`src/rtl/timer_arbiter.sv`:
```
// timer_arbiter: shares one countdown timer among N requesters, round-robin.
// Grants the timer, loads it with the owner's delay, waits for expiry and
// returns a one-cycle done. Dropping req mid-service cancels and resets the timer.
module timer_arbiter #(
    parameter int unsigned N = 4,
    parameter int unsigned W = 16
) (
    input  logic           clk,
    input  logic           reset_n,
    input  logic [N-1:0]   req,
    input  logic [N*W-1:0] req_cycles,
    output logic [N-1:0]   grant,
    output logic [N-1:0]   done,
    output logic           timer_load,
    output logic [W-1:0]   timer_cycles,
    output logic           timer_reset,
    input  logic           timer_busy
);

    localparam int unsigned IW = $clog2(N);

    typedef enum logic [1:0] {StIdle, StLoad, StWait, StDone} state_e;

    state_e          state_q, state_d;
    logic [IW-1:0]   owner_q, owner_d;
    logic [IW-1:0]   last_q, last_d;
    logic [W-1:0]    len_q, len_d;
    logic [N-1:0]    grant_q, grant_d;
    logic [N-1:0]    done_q, done_d;
    logic            load_q, load_d;
    logic [W-1:0]    cycles_q, cycles_d;
    logic            cancel;

    logic            win_found;
    logic [IW-1:0]   win_idx;
    logic [W-1:0]    win_cycles;
    logic [N-1:0]    win_oh;
    logic [N-1:0]    owner_oh;

    // Round-robin search: first set req bit upward from last+1, wrapping.
    always_comb begin
        win_found = 1'b0;
        win_idx   = '0;
        for (int i = 1; i <= int'(N); i++) begin
            if (!win_found && req[(int'(last_q) + i) % int'(N)]) begin
                win_found = 1'b1;
                win_idx   = IW'((int'(last_q) + i) % int'(N));
            end
        end
        win_cycles = req_cycles[int'(win_idx) * int'(W) +: W];
        win_oh           = '0;
        win_oh[win_idx]  = 1'b1;
        owner_oh         = '0;
        owner_oh[owner_q] = 1'b1;
    end

    // Next-state logic; grant/done/load are computed for the state being entered.
    always_comb begin
        state_d  = state_q;
        owner_d  = owner_q;
        last_d   = last_q;
        len_d    = len_q;
        grant_d  = '0;
        done_d   = '0;
        load_d   = 1'b0;
        cycles_d = '0;
        cancel   = 1'b0;
        unique case (state_q)
            StIdle: begin
                if (win_found) begin
                    owner_d = win_idx;
                    len_d   = win_cycles;
                    grant_d = win_oh;
                    state_d = StLoad;
                    // A zero-length delay skips the timer entirely.
                    if (win_cycles != '0) begin
                        load_d   = 1'b1;
                        cycles_d = win_cycles;
                    end
                end
            end
            StLoad: begin
                if (!req[owner_q]) begin
                    cancel  = 1'b1;
                    last_d  = owner_q;
                    state_d = StIdle;
                end else if (len_q != '0) begin
                    grant_d = owner_oh;
                    state_d = StWait;
                end else begin
                    grant_d = owner_oh;
                    done_d  = owner_oh;
                    state_d = StDone;
                end
            end
            StWait: begin
                if (!req[owner_q]) begin
                    cancel  = 1'b1;
                    last_d  = owner_q;
                    state_d = StIdle;
                end else if (!timer_busy) begin
                    grant_d = owner_oh;
                    done_d  = owner_oh;
                    state_d = StDone;
                end else begin
                    grant_d = owner_oh;
                end
            end
            StDone: begin
                last_d  = owner_q;
                state_d = StIdle;
            end
            default: state_d = StIdle;
        endcase
    end

    // State and registered outputs, synchronous active-low reset.
    always_ff @(posedge clk) begin
        if (!reset_n) begin
            state_q  <= StIdle;
            owner_q  <= '0;
            last_q   <= IW'(N - 1);
            len_q    <= '0;
            grant_q  <= '0;
            done_q   <= '0;
            load_q   <= 1'b0;
            cycles_q <= '0;
        end else begin
            state_q  <= state_d;
            owner_q  <= owner_d;
            last_q   <= last_d;
            len_q    <= len_d;
            grant_q  <= grant_d;
            done_q   <= done_d;
            load_q   <= load_d;
            cycles_q <= cycles_d;
        end
    end

    assign grant        = grant_q;
    assign done         = done_q;
    // A cancel in LOAD suppresses the already-registered load pulse.
    assign timer_load   = load_q & ~cancel;
    assign timer_cycles = timer_load ? cycles_q : '0;
    assign timer_reset  = ~reset_n | cancel;

endmodule

```
`config.mk`:
```
export PLATFORM = sky130hd
export DESIGN_NAME = timer_arbiter
export DESIGN_NICKNAME = d
export VERILOG_FILES = /design/src/rtl/timer_arbiter.sv
export SDC_FILE = /design/constraint.sdc
export NUM_CORES = 1
export LEC_CHECK = 0
export BUFFER_PORTS_ARGS = -buffer_cell sky130_fd_sc_hd__buf_2
export CORE_MARGIN = 2
export CORE_UTILIZATION = 45
export CTS_BUF_LIST = sky130_fd_sc_hd__clkbuf_2 sky130_fd_sc_hd__clkbuf_4 sky130_fd_sc_hd__clkbuf_8
export DETAILED_ROUTE_END_ITERATION = 10
export PLACE_DENSITY = 0.73
export SETUP_SLACK_MARGIN = 0.05
export SLEW_MARGIN = 20
export SYNTH_ARGS = -nofsm -noshare
export SYNTH_HDL_FRONTEND = slang
export SYNTH_SLANG_ARGS = --single-unit
```
`constraint.sdc`:
```
create_clock -name clk -period 3.3 [get_ports clk]
set_input_delay 0.33 -clock clk [delete_from_list [all_inputs] [get_ports clk]]
set_output_delay 0.33 -clock clk [all_outputs]
set_load 0.1 [all_outputs]
```
### Yosys cells after proc, flatten, opt, wreduce, memory -nomap -nowiden

Cells that the tools add are included.

| cells by class | value |
|---|---|
| order comparisons | 8 |
| muxes and demuxes | 46 |
| div/mod/pow operators | 0 |
| add/sub/neg operators | 4 |
| equality and inequality tests | 6 |
| reduce and logical (&&, ||, !) cells | 22 |
| shifts and indexed selects | 1 |
| bitwise gates (word level) | 8 |
| multipliers | 0 |

Operators with widths:

| kind | number |
|---|---|
| $shiftx 64x7->16 | 1 |
| $reduce_bool 16->1 | 2 |
| $mux 4 | 6 |
| $mux 1 | 19 |
| $mux 2 | 9 |
| $lt 3x4->1 const B | 4 |
| $mux 16 | 1 |
| $pmux 4 s2 | 2 |
| $bmux 1 s2 | 5 |
| $reduce_or 2->1 | 5 |
| $pmux 2 s4 | 1 |
| $lt 2x3->1 const B | 2 |
| $reduce_and 2->1 | 3 |
| $logic_and 1x1->1 | 5 |
| $add 2x1->2 const B | 2 |
| $add 2x2->2 const B | 2 |
| $and 1x1->1 const A | 4 |
| $demux 1 s2 | 2 |
| $eq 2x2->1 const B | 2 |
| $ge 2x1->1 const B | 2 |
| $ne 2x2->1 const B | 2 |
| $pmux 2 s2 | 1 |
| $reduce_and 4->1 | 1 |
| $logic_not 1->1 | 3 |
| other kinds (8) | 9 |

| storage, ports and cells | value |
|---|---|
| output and inout port bits | 26 |
| memories kept | 0 |
| word-level logic and storage cells | 103 |
| memory bits (writable) | 0 |
| bits in latches | 0 |
| memory bits (read-only) | 0 |
| flip-flop bits (word level) | 47 |
| bits of input ports | 71 |

### Depth between registers and ports, before layout

| logic depth | value |
|---|---|
| depth after elaboration | 22 |
| depth in mapped cells | 10 |
| mapped depth without buffers | 7 |

### Least setup slack after synthesis

Ideal clock, no wire load.

| timing path | value |
|---|---|
| kind | reg-to-output |
| from | register state_q[0] |
| to | output timer_cycles[10] |
| data required time | 2.970 ns |
| slack | 0.867 ns |
| arrival time | 2.103 ns |
| stages on the path, launching flop included | 7 |
| buffers on the path | 2 |
| cell sequence | dfxtp_1 -> inv_1 -> ha_1 -> clkbuf_1 -> nand2b_1 -> clkbuf_1 -> and3_1 |

| between the ends | value |
|---|---|
| cells in the longest elaborated chain, start to end | 6 |
| elaborated cells between the ends (all ways) | 7 |
| those cells by class | eq/ne: 2; mux: 2; bitwise: 2; reduce/logical: 1 |

Ends and longest elaborated chain:

| what | line | RTL |
|---|---|---|
| start, declared | 24 | `state_e state_q, state_d;` |
| start signal, assigned | 120 | `state_q <= StIdle;` |
| start signal, assigned | 129 | `state_q <= state_d;` |
| $eq 2x2->1 or $eq 2x1->1 (tied branches) | 68 | `unique case (state_q)` |
| $reduce_or 2->1 (no source line) (*) | -- |  |
| $mux 1 (*) | -- |  |
| $not 1->1 (*) | 143 | `assign timer_load = load_q & ~cancel;` |
| $and 1x1->1 (*) | 143 |  |
| $mux 16 (*) | 144 | `assign timer_cycles = timer_load ? cycles_q : '0;` |
| end, declared | 15 | `output logic [W-1:0] timer_cycles,` |

Every way passes the cells marked *; elsewhere a longest branch is shown, timed or not.

### Worst setup path after layout

| timing path | value |
|---|---|
| from | register last_q[1] |
| to | register load_q |

| between the ends | value |
|---|---|
| cells in the longest elaborated chain, start to end | 17 |
| elaborated cells between the ends (all ways) | 34 |
| those cells by class | add/sub: 4; shift: 1; mux: 21; reduce/logical: 8 |

Ends and longest elaborated chain:

| what | line | RTL |
|---|---|---|
| start, declared | 26 | `logic [IW-1:0] last_q, last_d;` |
| start signal, assigned | 122 | `last_q <= IW'(N - 1);` |
| start signal, assigned | 131 | `last_q <= last_d;` |
| $add 2x1->2 | 45, 47 |  |
| $bmux 1 s2 | 45 | `if (!win_found && req[(int'(last_q) + i) % int'(N)]) begin` |
| $mux 1 (not written as such) (2 in series) | 45 |  |
| $mux 1 | 45 |  |
| $logic_not 1->1 | 45 |  |
| $logic_and 1x1->1 | 45 |  |
| $mux 1 | 45 |  |
| $logic_not 1->1 | 45 |  |
| $logic_and 1x1->1 | 45 |  |
| $mux 1 | 45 |  |
| $logic_not 1->1 | 45 |  |
| $logic_and 1x1->1 | 45 |  |
| $mux 2 | 45 |  |
| $shiftx 64x7->16 | 50 | `win_cycles = req_cycles[int'(win_idx) * int'(W) +: W];` |
| $reduce_bool 16->1 | 76 | `if (win_cycles != '0) begin` |
| $mux 1 | 76 |  |
| end signal, assigned | 135 | `load_q <= load_d;` |
| end, declared | 30 | `logic load_q, load_d;` |

Several ways; a longest one is shown, not always the timed one. The select of a mux whose other input is x is not followed.
A chain may end at the register's enable or synchronous reset.

==> results.toml <==
[final_layout]
multiInputGateArea_um2 = 1678
fin_cells = 479
fin_nets = 479
n_fill_cell = 592
drive_gt1_share_pct = 29.95
fin_util_pct = 56.81
syn2layout_area_growth_pct = 20.42
antennaDiodeCount = 0
seq_area_um2 = 940.9

[sta]
fin_skew_ns = 0.005117
period_minus_slack_ns = 2.891
rsz0062_at_grt = "false"
final-setup-viol-count = 0
tightest_slew_ns = 0.8070
max_slew_margin_pct = 46.06
timing.fmax_mhz = 345.9
setup_tns_ns = 0
whs_ns = 0.3741
fin_crit_sh_pct = 87.60
maxSlewViolCount = 0
hold_violations = 0

[power_and_ir_drop]
leakage_nw = 1.613
peakVddDrop_uv = 306.5
pwr_density_cell_nw_per_um2 = 543.6
p_total_mw = 1.861

[floorplan]
die_h_um = 83.48
core_um2 = 6026
initial_utilization_pct = 47.18
dieWidth_um = 83.48
ios = 97
dieArea_um2 = 6969
rows = 28

[logic_synthesis]
syn_inst = 324
synth_cell_type_count = 53
synth_nets = 400
synth.yosys.warnings = 0
async_flop_share_pct = 0
synth_area_leader_cell = "dfxtp_1"
synth_area_per_cell_um2 = 8.774
synth_seq_area_share_pct = 33.10
synth.most_common_cell = "dfxtp_1"
synth_area_um2 = 2843
yosys-top-cells-area = "dfxtp_1, mux2i_1, a311oi_1"
synth_edf_count = 0
ys_seq_elements = 47
synth_common_cells = "dfxtp_1, nand2_1, mux2i_1"
synth_top_area_share_pct = 33.10
synthFlopType = "dfxtp_1"

[cts]
cts_resized = 0
clock_latency_ns = 0.30
cts_setup_buffers = 0
cts.clk_slew.worst_paths_ns = 0.09
clk_path_buf_depth = 2
cts_tree = "done"
cts_buffers = 5
cts_sinks = 47
cts_root_buffer = "clkbuf_8"
h-tree-depth = 2
hold_buffers = 0

[setup_path]
worst_path_dominant_cell_family = "compound AO/OA/AOI/OAI gates"
cp_data_arrival_time_ns = 3.05
reg2regPathDepth = 6
path_cells = "a21o_1 > a31o_1 > a2111oi_1 > o22ai_1 > nor4_2 > a31oi_1"
crit_path_end_kind = "flip-flop"
crit_type = "reg -> reg"
path_buf_inv = 0
r2r-start = "last_q[1]"
critical-path-max-stage-delay_ns = 0.87
rrSetupSlack_ns = 0.41
r2r_end = "load_q"
path_max_fanout = 19
required_ns = 3.46
critPathLaunchType = "flip-flop"
crit_slowest_cell = "a2111oi_1"

[global_route]
grt_antenna_before_repair = 0
overflow = 0
grt_max_degree = 29
grt_use_total_pct = 20.27
grt_pass1_wl_mm = 11.65
grt_pass1_vias = 2459

[min_path]
holdPathStages = 3
min_to = "grant[2]"
hold_path.startpoint = "req[2]"
hp-class = "in -> reg"

[outcome]
status = "finished clean"

[route]
drt_iter0_markers = 141
vias = 2681
routed_wl_mm = 7.193
post_drt_wl_per_cell_um = 15.02
via_per_inst = 5.597
ant_nets = 0
drtPass1Iterations = 4
drc_errors = 0

[run]
maxCapViolCount = 0

[placement]
gp_routability_congestion = 0.8069
place_inst = 471
hpwl_mm = 5.279
port-buffer-count = 96
## flip-flops by register name, indices dropped and copies added (netlist names)
name / count
cycles_q: 16
done: 4
grant: 4
last_q: 2
len_q: 16
load_q: 1
owner_q: 2
state_q: 2
## where the power goes
| group | leakage, nW | total [mW] | switching [mW] | internal, mW |
|---|---|---|---|---|
| sequential | 0.387 | 0.685 | 0.0474 | 0.638 |
| clock | 0.0688 | 0.504 | 0.193 | 0.311 |
| combinational | 1.16 | 0.672 | 0.437 | 0.235 |
## worst max-delay path by stage
| stage | from | end | slack, ns | depth (start not counted) |
|---|---|---|---|---|
| floorplan | state_q[0] | timer_cycles[10] | 0.87 | 6 |
| CTS | owner_q[0] | timer_cycles[2] | 0.39 | 4 |
| global route | last_q[1] | load_q | 0.20 | 6 |
| global placement | req[0] | load_q | 0.38 | 7 |
| detailed placement | req[0] | load_q | 0.38 | 7 |
| finish | last_q[1] | load_q | 0.41 | 6 |
## worst min-delay path, stage by stage
cell and delay, ns:
buf_2 0.14, nand4b_1 0.09, a21oi_1 0.07
## stage by stage
| step | worst slack, ns | cell area, µm² |
|---|---|---|
| 6_report | 0.4091 | 3423 |
| 5_1_grt | 0.2048 | 3423 |
| 2_1_floorplan | 0.8672 | 2843 |
| 3_5_place_dp | 0.3778 | 3287 |
| 3_3_place_gp | 0.3795 | 3287 |
| 4_1_cts | 0.3858 | 3423 |
## cells in the final DEF (no fill, tap or decap), drive strengths merged, types with 9 or more instances in the layout
master | Yosys | layout
buf | 12 | 98
dfxtp | 47 | 47
nand2 | 28 | 28
mux2i | 26 | 26
inv | 21 | 21
and3 | 17 | 17
a311oi | 16 | 16
nor2 | 15 | 15
nor2b | 11 | 11
nor3 | 11 | 11
and2 | 10 | 10
a21boi | 9 | 9
## metal layers
| layer | vias up | share of wire [%] | global-route usage (%) |
|---|---|---|---|
| met5 | - | 0 | 0 |
| met2 | 100 | 45 | 32.92 |
| li1 | 1344 | - | - |
| met4 | 0 | 1.0 | 5.718 |
| met3 | 7 | 8.4 | 4.352 |
| met1 | 1230 | 45 | 27.24 |
## area by class of cell
type | instances | share of cell area, %
Multi-Input combinational cell | 230 | 49.01
Sequential cell | 47 | 27.49
Timing Repair Buffer | 98 | 14.47
Tap cell | 75 | 2.741
Inverter | 21 | 2.303
Clock buffer | 6 | 2.230
Clock inverter | 2 | 1.754
## kinds of logic after synthesis
group / after synthesis / share of synthesized area (%)
and+or+nand+nor: 119 / 23.72
AOI/OAI and AO/OA: 79 / 23.15
buffers and inverters: 47 / 7.878
DFF: 47 / 33.10
muxes: 27 / 9.947
adders and majority gates: 5 / 2.201
Power figures use the tool's default switching activity.
